===== config.mk =====
export PLATFORM = sky130hd
export DESIGN_NAME = msu_job_sched
export DESIGN_NICKNAME = d
export VERILOG_FILES = /design/src/rtl/msu_job_sched.sv
export SDC_FILE = /design/constraint.sdc
export NUM_CORES = 1
export LEC_CHECK = 0
export CORE_AREA = 2 2 423 425
export DETAILED_ROUTE_END_ITERATION = 10
export DIE_AREA = 0 0 425 427
export PLACE_DENSITY = 0.41
export SETUP_SLACK_MARGIN = 0.15
export SYNTH_ARGS = -nofsm -noshare
export SYNTH_HDL_FRONTEND = slang
export SYNTH_SLANG_ARGS = --single-unit

===== constraint.sdc =====
create_clock -name clk -period 13.7 [get_ports clk]
set_clock_uncertainty 0.15 [all_clocks]
set_input_delay 2.74 -clock clk [delete_from_list [all_inputs] [get_ports clk]]
set_output_delay 2.74 -clock clk [all_outputs]
set_load 0.02 [all_outputs]

===== src/rtl/msu_job_sched.sv =====
// Round-robin scheduler sharing one modular squarer among NUM_REQ job sources; one job in flight.
// Latency: trivial or bad jobs respond 1 cycle after grant, others after lock + start + iterations + 1; the result is held until rsp_ready.
module msu_job_sched #(
  parameter int NUM_REQ  = 4,
  parameter int T_LEN    = 64,
  parameter int WRD_BITS = 16,
  parameter int NUM_WRDS = 5,
  parameter int DAT_BITS = 64,
  parameter int TOT_BITS = NUM_WRDS * (WRD_BITS + 1),
  parameter int LOCK_TO  = 1024
) (
  input  logic                          clk,
  input  logic                          reset_n,
  input  logic [NUM_REQ-1:0]            req_valid,
  output logic [NUM_REQ-1:0]            req_ready,
  input  logic [NUM_REQ*T_LEN-1:0]      req_t_start,
  input  logic [NUM_REQ*T_LEN-1:0]      req_t_final,
  input  logic [NUM_REQ*DAT_BITS-1:0]   req_sq_in,
  output logic                          sq_reset,
  output logic                          sq_start,
  output logic [DAT_BITS-1:0]           sq_in,
  input  logic                          sq_valid,
  input  logic [TOT_BITS-1:0]           sq_out,
  input  logic                          sq_locked,
  output logic                          rsp_valid,
  input  logic                          rsp_ready,
  output logic [$clog2(NUM_REQ)-1:0]    rsp_id,
  output logic [T_LEN-1:0]              rsp_t,
  output logic [TOT_BITS-1:0]           rsp_sq_out,
  output logic                          rsp_err
);

  localparam int ID_W     = $clog2(NUM_REQ);
  localparam int TMR_W    = $clog2(LOCK_TO + 1);
  localparam int PAD_BITS = NUM_WRDS * WRD_BITS;

  typedef enum logic [2:0] {
    S_IDLE, S_GRANT, S_LOCK, S_START, S_COMPUTE, S_RESP
  } state_t;

  state_t              state_q, state_d;
  logic [ID_W-1:0]     rr_ptr_q, rr_ptr_d;
  logic [T_LEN-1:0]    t_cur_q, t_cur_d;
  logic [T_LEN-1:0]    t_fin_q, t_fin_d;
  logic [DAT_BITS-1:0] sq_in_q, sq_in_d;
  logic [TMR_W-1:0]    timer_q, timer_d;
  logic [ID_W-1:0]     rsp_id_q, rsp_id_d;
  logic [T_LEN-1:0]    rsp_t_q, rsp_t_d;
  logic [TOT_BITS-1:0] rsp_sq_out_q, rsp_sq_out_d;
  logic                rsp_err_q, rsp_err_d;

  logic                win_vld;
  logic [ID_W-1:0]     win_id;
  logic [ID_W-1:0]     scan_id;
  logic [T_LEN-1:0]    win_t_start;
  logic [T_LEN-1:0]    win_t_final;
  logic [DAT_BITS-1:0] win_sq_in;

  // Each data word lands in the low WRD_BITS of its slot; the redundant carry bit stays 0.
  function automatic logic [TOT_BITS-1:0] expand_redun(input logic [DAT_BITS-1:0] d);
    logic [PAD_BITS-1:0] pad;
    logic [TOT_BITS-1:0] r;
    pad = PAD_BITS'(d);
    r   = '0;
    for (int k = 0; k < NUM_WRDS; k++) begin
      r[k*(WRD_BITS+1) +: WRD_BITS] = pad[k*WRD_BITS +: WRD_BITS];
    end
    return r;
  endfunction

  // Scan from the far end back to rr_ptr so the last hit is the first requester in rotation order.
  always_comb begin
    win_vld     = 1'b0;
    win_id      = '0;
    scan_id     = '0;
    win_t_start = '0;
    win_t_final = '0;
    win_sq_in   = '0;
    for (int j = NUM_REQ - 1; j >= 0; j--) begin
      scan_id = ID_W'((int'(rr_ptr_q) + j) % NUM_REQ);
      for (int i = 0; i < NUM_REQ; i++) begin
        if (req_valid[i] && (scan_id == ID_W'(i))) begin
          win_vld = 1'b1;
          win_id  = scan_id;
        end
      end
    end
    for (int i = 0; i < NUM_REQ; i++) begin
      if (win_id == ID_W'(i)) begin
        win_t_start = req_t_start[i*T_LEN +: T_LEN];
        win_t_final = req_t_final[i*T_LEN +: T_LEN];
        win_sq_in   = req_sq_in[i*DAT_BITS +: DAT_BITS];
      end
    end
  end

  always_comb begin
    state_d      = state_q;
    rr_ptr_d     = rr_ptr_q;
    t_cur_d      = t_cur_q;
    t_fin_d      = t_fin_q;
    sq_in_d      = sq_in_q;
    timer_d      = timer_q;
    rsp_id_d     = rsp_id_q;
    rsp_t_d      = rsp_t_q;
    rsp_sq_out_d = rsp_sq_out_q;
    rsp_err_d    = rsp_err_q;

    unique case (state_q)
      S_IDLE: begin
        if (|req_valid) state_d = S_GRANT;
      end
      S_GRANT: begin
        if (!win_vld) begin
          state_d = S_IDLE;
        end else begin
          rr_ptr_d     = (win_id == ID_W'(NUM_REQ - 1)) ? '0 : win_id + ID_W'(1);
          t_cur_d      = win_t_start;
          t_fin_d      = win_t_final;
          sq_in_d      = win_sq_in;
          timer_d      = '0;
          rsp_id_d     = win_id;
          rsp_t_d      = win_t_start;
          rsp_sq_out_d = '0;
          rsp_err_d    = 1'b0;
          if (win_t_start == win_t_final) begin
            state_d      = S_RESP;
            rsp_sq_out_d = expand_redun(win_sq_in);
          end else if (win_t_start > win_t_final) begin
            state_d   = S_RESP;
            rsp_err_d = 1'b1;
          end else begin
            state_d = S_LOCK;
          end
        end
      end
      S_LOCK: begin
        if (sq_locked) begin
          state_d = S_START;
        end else if (timer_q == TMR_W'(LOCK_TO - 1)) begin
          state_d      = S_RESP;
          rsp_err_d    = 1'b1;
          rsp_t_d      = t_cur_q;
          rsp_sq_out_d = '0;
        end else begin
          timer_d = timer_q + TMR_W'(1);
        end
      end
      S_START: begin
        state_d = S_COMPUTE;
      end
      S_COMPUTE: begin
        if (sq_valid) begin
          t_cur_d = t_cur_q + T_LEN'(1);
          if (t_cur_q == t_fin_q - T_LEN'(1)) begin
            state_d      = S_RESP;
            rsp_sq_out_d = sq_out;
            rsp_t_d      = t_fin_q;
          end
        end
      end
      S_RESP: begin
        if (rsp_ready) state_d = S_IDLE;
      end
      default: state_d = S_IDLE;
    endcase
  end

  always_ff @(posedge clk) begin
    if (!reset_n) begin
      state_q      <= S_IDLE;
      rr_ptr_q     <= '0;
      t_cur_q      <= '0;
      t_fin_q      <= '0;
      sq_in_q      <= '0;
      timer_q      <= '0;
      rsp_id_q     <= '0;
      rsp_t_q      <= '0;
      rsp_sq_out_q <= '0;
      rsp_err_q    <= 1'b0;
    end else begin
      state_q      <= state_d;
      rr_ptr_q     <= rr_ptr_d;
      t_cur_q      <= t_cur_d;
      t_fin_q      <= t_fin_d;
      sq_in_q      <= sq_in_d;
      timer_q      <= timer_d;
      rsp_id_q     <= rsp_id_d;
      rsp_t_q      <= rsp_t_d;
      rsp_sq_out_q <= rsp_sq_out_d;
      rsp_err_q    <= rsp_err_d;
    end
  end

  // The squarer leaves reset only once a job is committed, and stays out until the result is taken.
  assign req_ready  = (state_q == S_GRANT && win_vld) ? (NUM_REQ'(1) << win_id) : '0;
  assign sq_reset   = (state_q == S_IDLE) || (state_q == S_GRANT);
  assign sq_start   = (state_q == S_START);
  assign sq_in      = sq_in_q;
  assign rsp_valid  = (state_q == S_RESP);
  assign rsp_id     = rsp_id_q;
  assign rsp_t      = rsp_t_q;
  assign rsp_sq_out = rsp_sq_out_q;
  assign rsp_err    = rsp_err_q;

endmodule


==> flow_summary.yaml, run 1 <==
placed_design:
  gp_congestion: 0.965
  port_buffers: 1084
  place_area_mm2: 0.0386
  dp_hpwl_um: 194000
synthesis:
  postSynthAreaPerCell_um2: 6.97
  synth-seq-cells: 360
  ys_seq_area_share_pct: 28.4
  syn-cell-area_mm2: 0.0253
  ys_types: 68
  synthCells: 3637
  ys_warn_count: 0
  syn-num-nets: 4575
  synth_ff_type: "dfxtp_1"
  synth_edf_count: 0
  async_reset_ff_share_pct: 0
run_status:
  outcome: "complete, but fails checks"
  violations: "max-capacitance violations"
clocking:
  cts_buffers: 47
  clock_sink_count: 360
  cts_tree: "built"
  postCtsSetupBuffers: 0
  cts-root-buf: "clkbuf_16"
  cts_resized: 0
  h-tree-depth: 2
  hold_buffers: 0
  clock_path_buffers: 3
  worstSkewPairLatency_ns: 0.66
  path_clk_slew_ns: 0.06
sta:
  slew_viol_final: 0
  setup_violations: 0
  finalCriticalPeriod_ns: 10.72
  fin_tns_setup_ns: 0
  min_period_over_period_pct: 78.2
  worstMarginPinSlew_ns: 1.48
  rsz0062_at_grt: "no"
  hold_slack_ns: 0.302
  hold_viol_final: 0
  fmax_mhz: 93.3
  max-slew-margin-rel_pct: 0.332
finish:
  final.fill_count: 20045
  fin_area_mm2: 0.0403
  final_util_pct: 22.8
  nets: 5438
  drive_above_1_share_pct: 5.25
  area_delta_synth_final_pct: 59.2
worst_setup_path:
  rrSetupSlack_ns: 4.77
  path_max_fanout: 132
  r2r-start: "rr_ptr_q[0]"
  arrival_ns: 11.14
  required_ns: 14.12
  crit_type: "in2reg"
  worstRegToRegCells: 24
  critPathLaunchType: "input pin"
  endpoint_kind: "flop"
  rr_endpoint: "rsp_sq_out[46]"
detailed_routing:
  remaining_drc_errors: 0
  vias: 34017
  wl_per_cell_um: 33.9
  drtPass1Iterations: 6
  ant_nets: 0
  viasPerCell: 4.90
  dr.first_iter.drc_count: 3380
  routed_wl_um: 235000
run:
  drv_cap: 1
global_routing:
  grt_pass1_vias: 31584
  grt_pass1_wl_um: 304000
  grt_overflow: 0
  grt_usage_pct: 24.6
  antenna_found_initial: 101
  grt_max_degree: 185
worst_hold_path:
  hold_end: "sq_in[40]"
  hold_start: "sq_in[40]"
  hp-class: "reg2reg"
  hold_depth: 2
floorplan:
  core_mm2: 0.177
  fp.dieW_um: 425
  ios: 1085
  rows: 155
  start_util_pct: 14.3
  die_h_um: 427
  die_area_mm2: 0.181
## Yosys cell counts, drive strengths merged, types with 46 or more instances
cell,n,area [um2]
a211oi,159,1190
a21oi,478,2390
a22oi,302,2270
a311oi,57,668
buf,74,409
clkbuf,288,1080
dfxtp,360,7210
ha,76,951
nand2,435,1630
nand3,51,255
nor2,516,1940
nor3,174,876
nor4,46,330
o21ai,210,1050
xnor2,51,447
xor2,47,412
## worst max-delay path, stage by stage
cell and delay [ns]:
clkdlybuf4s50_1 0.50, a22o_1 0.27, a221oi_1 0.46, nor2_1 0.09, nor2_1 0.11, o31ai_1 0.07
a22oi_1 0.49, ha_2 0.69, nor2b_4 0.27, buf_12 0.53, a22oi_1 0.32, nor2_1 0.18
a21oi_1 0.06, o21ai_0 0.67, ha_1 0.24, nand4_1 0.10, nor4_1 0.62, and3_1 0.49
nand3_1 0.18, nor2_4 0.69, buf_4 0.63, a22oi_1 0.17, a211oi_1 0.30
## metrics by stage
stage | cells | setup WS, ns
3_5_place_dp | 6806 | 2.54
6_report | 6936 | 2.98
2_1_floorplan | 3637 | 5.47
5_1_grt | 6914 | 2.69
4_1_cts | 6891 | 3.19
3_3_place_gp | 6802 | 1.77
## flip-flops by register name (all words and copies together) (netlist names)
register	count
rsp_err	1
rsp_sq_out	85
sq_in	64
rr_ptr_q	2
t_cur_q	64
timer_q	11
rsp_id	2
state_q	3
rsp_t	64
t_fin_q	64
## metal layers
metal,vias up,share of wire (%),global-route usage (%)
li1,15107,-,-
met1,16934,44,33.4
met2,1674,44,37.7
met3,272,7.6,5.53
met4,30,3.7,8.89
met5,-,0.075,0
## placed cells by master (no fill, tap or decap), drive strengths merged, types with 20 or more instances in the layout
cell type,instances
a21o,20
or3,23
xnor2,51
a211oi,159
a21oi,478
nor4,46
buf,92
ha,76
xor2,47
nor2,516
clkdlybuf4s50,1084
nand3,51
dfxtp,360
a311oi,57
nor3,174
o21ai,210
nand2,435
nand4,43
a22o,23
inv,25
a22oi,302
diode,45
clkbuf,67
## area by class of cell
cell class / instances / area, um2 / share of cell area [%]
clock buffer: 67 / 1360 / 3.37
inverter: 23 / 93.8 / 0.233
sequential: 360 / 7210 / 17.9
tap: 2355 / 2950 / 7.30
antenna: 45 / 113 / 0.279
timing repair buffer: 1176 / 11600 / 28.8
clock inverter: 18 / 313 / 0.775
multi-input combinational: 2892 / 16700 / 41.4
## how the worst max path moves through the flow
| stage | from | to | slack (ns) | cells after the start |
|---|---|---|---|---|
| after floorplan | req_valid[2] | req_ready[3] | 5.47 | 12 |
| after global placement | req_valid[1] | state_q[0] | 1.77 | 25 |
| final | req_valid[1] | rsp_sq_out[46] | 2.98 | 23 |
| after detailed placement | req_valid[1] | rsp_sq_out[46] | 2.54 | 23 |
| after CTS | req_valid[1] | rsp_sq_out[46] | 3.19 | 23 |
| after global routing | req_valid[1] | rsp_sq_out[39] | 2.69 | 23 |
## cells by family (layout without fill, tap and decap cells)
logic type,Yosys count,after routing,share of synthesized area (%)
AND/OR/NAND/NOR,1380,1380,24.1
AO/OA/AOI/OAI,1334,1334,33.9
buffers and inverters,385,1284,6.22
flip-flops,360,360,28.4
XOR/XNOR,98,98,3.39
adder cells (fa/ha/maj),76,76,3.75
multiplexers,4,4,0.163
other,0,45,0
Power of run 1 is left out: the tool's default activity adds up to more than one toggle a clock period on the data nets, which glitch-free logic cannot reach.
==> run 2, diff against run 1 <==
--- a/config.mk
+++ b/config.mk
@@ -5,10 +5,10 @@
 export SDC_FILE = /design/constraint.sdc
 export NUM_CORES = 1
 export LEC_CHECK = 0
-export CORE_AREA = 2 2 423 425
+export CORE_AREA = 2 2 419 421
 export DETAILED_ROUTE_END_ITERATION = 10
-export DIE_AREA = 0 0 425 427
-export PLACE_DENSITY = 0.41
+export DIE_AREA = 0 0 421 423
+export PLACE_DENSITY = 0.42
 export SETUP_SLACK_MARGIN = 0.15
 export SYNTH_ARGS = -nofsm -noshare
 export SYNTH_HDL_FRONTEND = slang
==> constraint.sdc (replaced) <==
create_clock -name clk -period 9.5 [get_ports clk]
set_clock_uncertainty 0.15 [all_clocks]
set_input_delay 1.9 -clock clk [delete_from_list [all_inputs] [get_ports clk]]
set_output_delay 1.9 -clock clk [all_outputs]
set_load 0.02 [all_outputs]
==> run 2 against run 1 <==
Against the previous run: the flow now finishes without violations; highest routed layer unchanged; non-clock buffer count is 80 higher; sequential share of layout area fell by 0.22 points; critical path type unchanged; critical endpoint is now state_q[0]; sequential cell count stayed put; via count decreased by 0.29%; critical path depth rose by 3.
==> flow_summary.yaml, run 2 (synthesized netlist as in run 1, its figures left out) <==
run_status:
  outcome: "completed"
worst_setup_path:
  worstRegToRegCells: 27
  slowest_delay_ns: 0.82
  rr_endpoint: "state_q[0]"
  r2r-start: "rr_ptr_q[0]"
  endpoint_kind: "flop"
  cp_slowest_cell: "nor4_1"
  path_max_fanout: 45
  endpoint: "state_q[0]"
  path_delay_family: "compound AO/OA/AOI/OAI gates"
  crit_type: "in2reg"
  arrival_ns: 9.09
  required_ns: 9.89
  cp_num_cells: 26
  cp-startpoint: "req_valid[1]"
  critPathLaunchType: "input pin"
  cp.buffers_inverters: 3
  rrSetupSlack_ns: 1.78
clocking:
  cts_tree: "built"
  clock_sink_count: 360
  cts_buffers: 48
  path_clk_slew_ns: 0.07
  clock_path_buffers: 3
  h-tree-depth: 2
  cts_resized: 0
  hold_buffers: 0
  worstSkewPairLatency_ns: 0.65
  postCtsSetupBuffers: 0
  cts-root-buf: "clkbuf_16"
global_routing:
  grt_overflow: 0
  grt_pass1_vias: 31815
  grt_usage_pct: 24.5
  grt_max_degree: 169
  grt_pass1_wl_um: 299000
  antenna_found_initial: 74
detailed_routing:
  dr.first_iter.drc_count: 3763
  vias: 33919
  ant_nets: 0
  wl_per_cell_um: 33.0
  drtPass1Iterations: 8
  routed_wl_um: 230000
  viasPerCell: 4.87
  remaining_drc_errors: 0
floorplan:
  start_util_pct: 14.6
  rows: 153
  core_mm2: 0.173
  fp.dieW_um: 421
  die_area_mm2: 0.178
  die_h_um: 423
  ios: 1085
finish:
  drive_above_1_share_pct: 6.95
  largest_reg_flops: 85
  nets: 5519
  final_cell_mix: "clkdlybuf4s50_1 (1084), nor2_1 (512), a21oi_1 (478)"
  area_delta_synth_final_pct: 61.2
  final_util_pct: 23.6
  layout.cells.most_common: "clkdlybuf4s50_1"
sta:
  worstMarginPinSlew_ns: 1.40
  finalCriticalPeriod_ns: 8.71
  setup_violations: 0
  max-slew-margin-rel_pct: 5.84
  fin_tns_setup_ns: 0
  hold_viol_final: 0
  rsz0062_at_grt: "no"
  fmax_mhz: 115
  slew_viol_final: 0
  min_period_over_period_pct: 91.6
worst_hold_path:
  hp-class: "reg2reg"
run:
  drv_cap: 0
placed_design:
  gp_congestion: 0.972
  dp_hpwl_um: 192000
  port_buffers: 1084
run 2: cell count changes in the layout (fill, tap and decap cells not counted), sizes merged, moves of 2 or more:
cell and change:
buf +80, diode -18, clkinv +6, bufinv -4, clkbuf -3, clkinvlp +2
run 2: worst reg2reg max path, cell delays in order (launching register included):
cell and delay [ns]:
dfxtp_1 0.47, inv_1 0.11, ha_1 0.26, a22o_1 0.21, a221oi_1 0.46, nor2_1 0.09, nor2_1 0.12, o31ai_1 0.07
a22oi_1 0.51, ha_4 0.48, nor2b_4 0.17, buf_12 0.19, a22oi_1 0.64, nor2_1 0.10, a21oi_1 0.14, nor2_1 0.05
a21oi_1 0.45, ha_1 0.35, a21o_1 0.18, a21o_1 0.17, a21oi_1 0.12, o21ai_0 0.08, o21ai_0 0.37, a31oi_1 0.15
nor4_1 0.82, buf_4 0.26, a21oi_1 0.09, o31a_1 0.34
run 2: worst min-delay path by stage:
stage               start  slack [ns]  depth (start not counted)         end
2_1_floorplan  timer_q[5]        0.32                          2  timer_q[5]
5_1_grt         sq_in[33]        0.32                          2   sq_in[33]
6_report        sq_in[43]        0.30                          2   sq_in[43]
3_5_place_dp    sq_in[33]        0.30                          2   sq_in[33]
3_3_place_gp    sq_in[34]        0.29                          2   sq_in[34]
4_1_cts         sq_in[33]        0.31                          2   sq_in[33]
run 2: stage by stage:
| stage | instance area (um2) | worst slack, ns | hold slack [ns] | instances |
|---|---|---|---|---|
| floorplan | 25300 | 2.47 | 0.322 | 3637 |
| global placement | 39200 | 0.147 | 0.293 | 6855 |
| detailed placement | 39200 | 0.226 | 0.297 | 6856 |
| CTS | 40800 | 0.891 | 0.306 | 6943 |
| global route | 40800 | 0.679 | 0.319 | 6960 |
| finish | 40800 | 0.794 | 0.305 | 6970 |
run 2: layout make-up:
class / instances / area (um2)
Antenna cell: 27 / 67.6
Clock buffer: 64 / 1350
Clock inverter: 23 / 243
Fill cell: 19413 / 132000
Inverter: 23 / 93.8
Multi-Input combinational cell: 2892 / 16700
Sequential cell: 360 / 7210
Tap cell: 2325 / 2910
Timing Repair Buffer: 1256 / 12300
run 2: layer usage:
metal	vias to the layer above	GRT usage [%]	part of all wire [%]
li1	15265	-	-
met1	16743	33.2	44
met2	1606	38.4	45
met3	267	5.04	7.1
met4	38	8.47	3.6
met5	-	0	0.11
Power of run 2 is left out for the same reason.
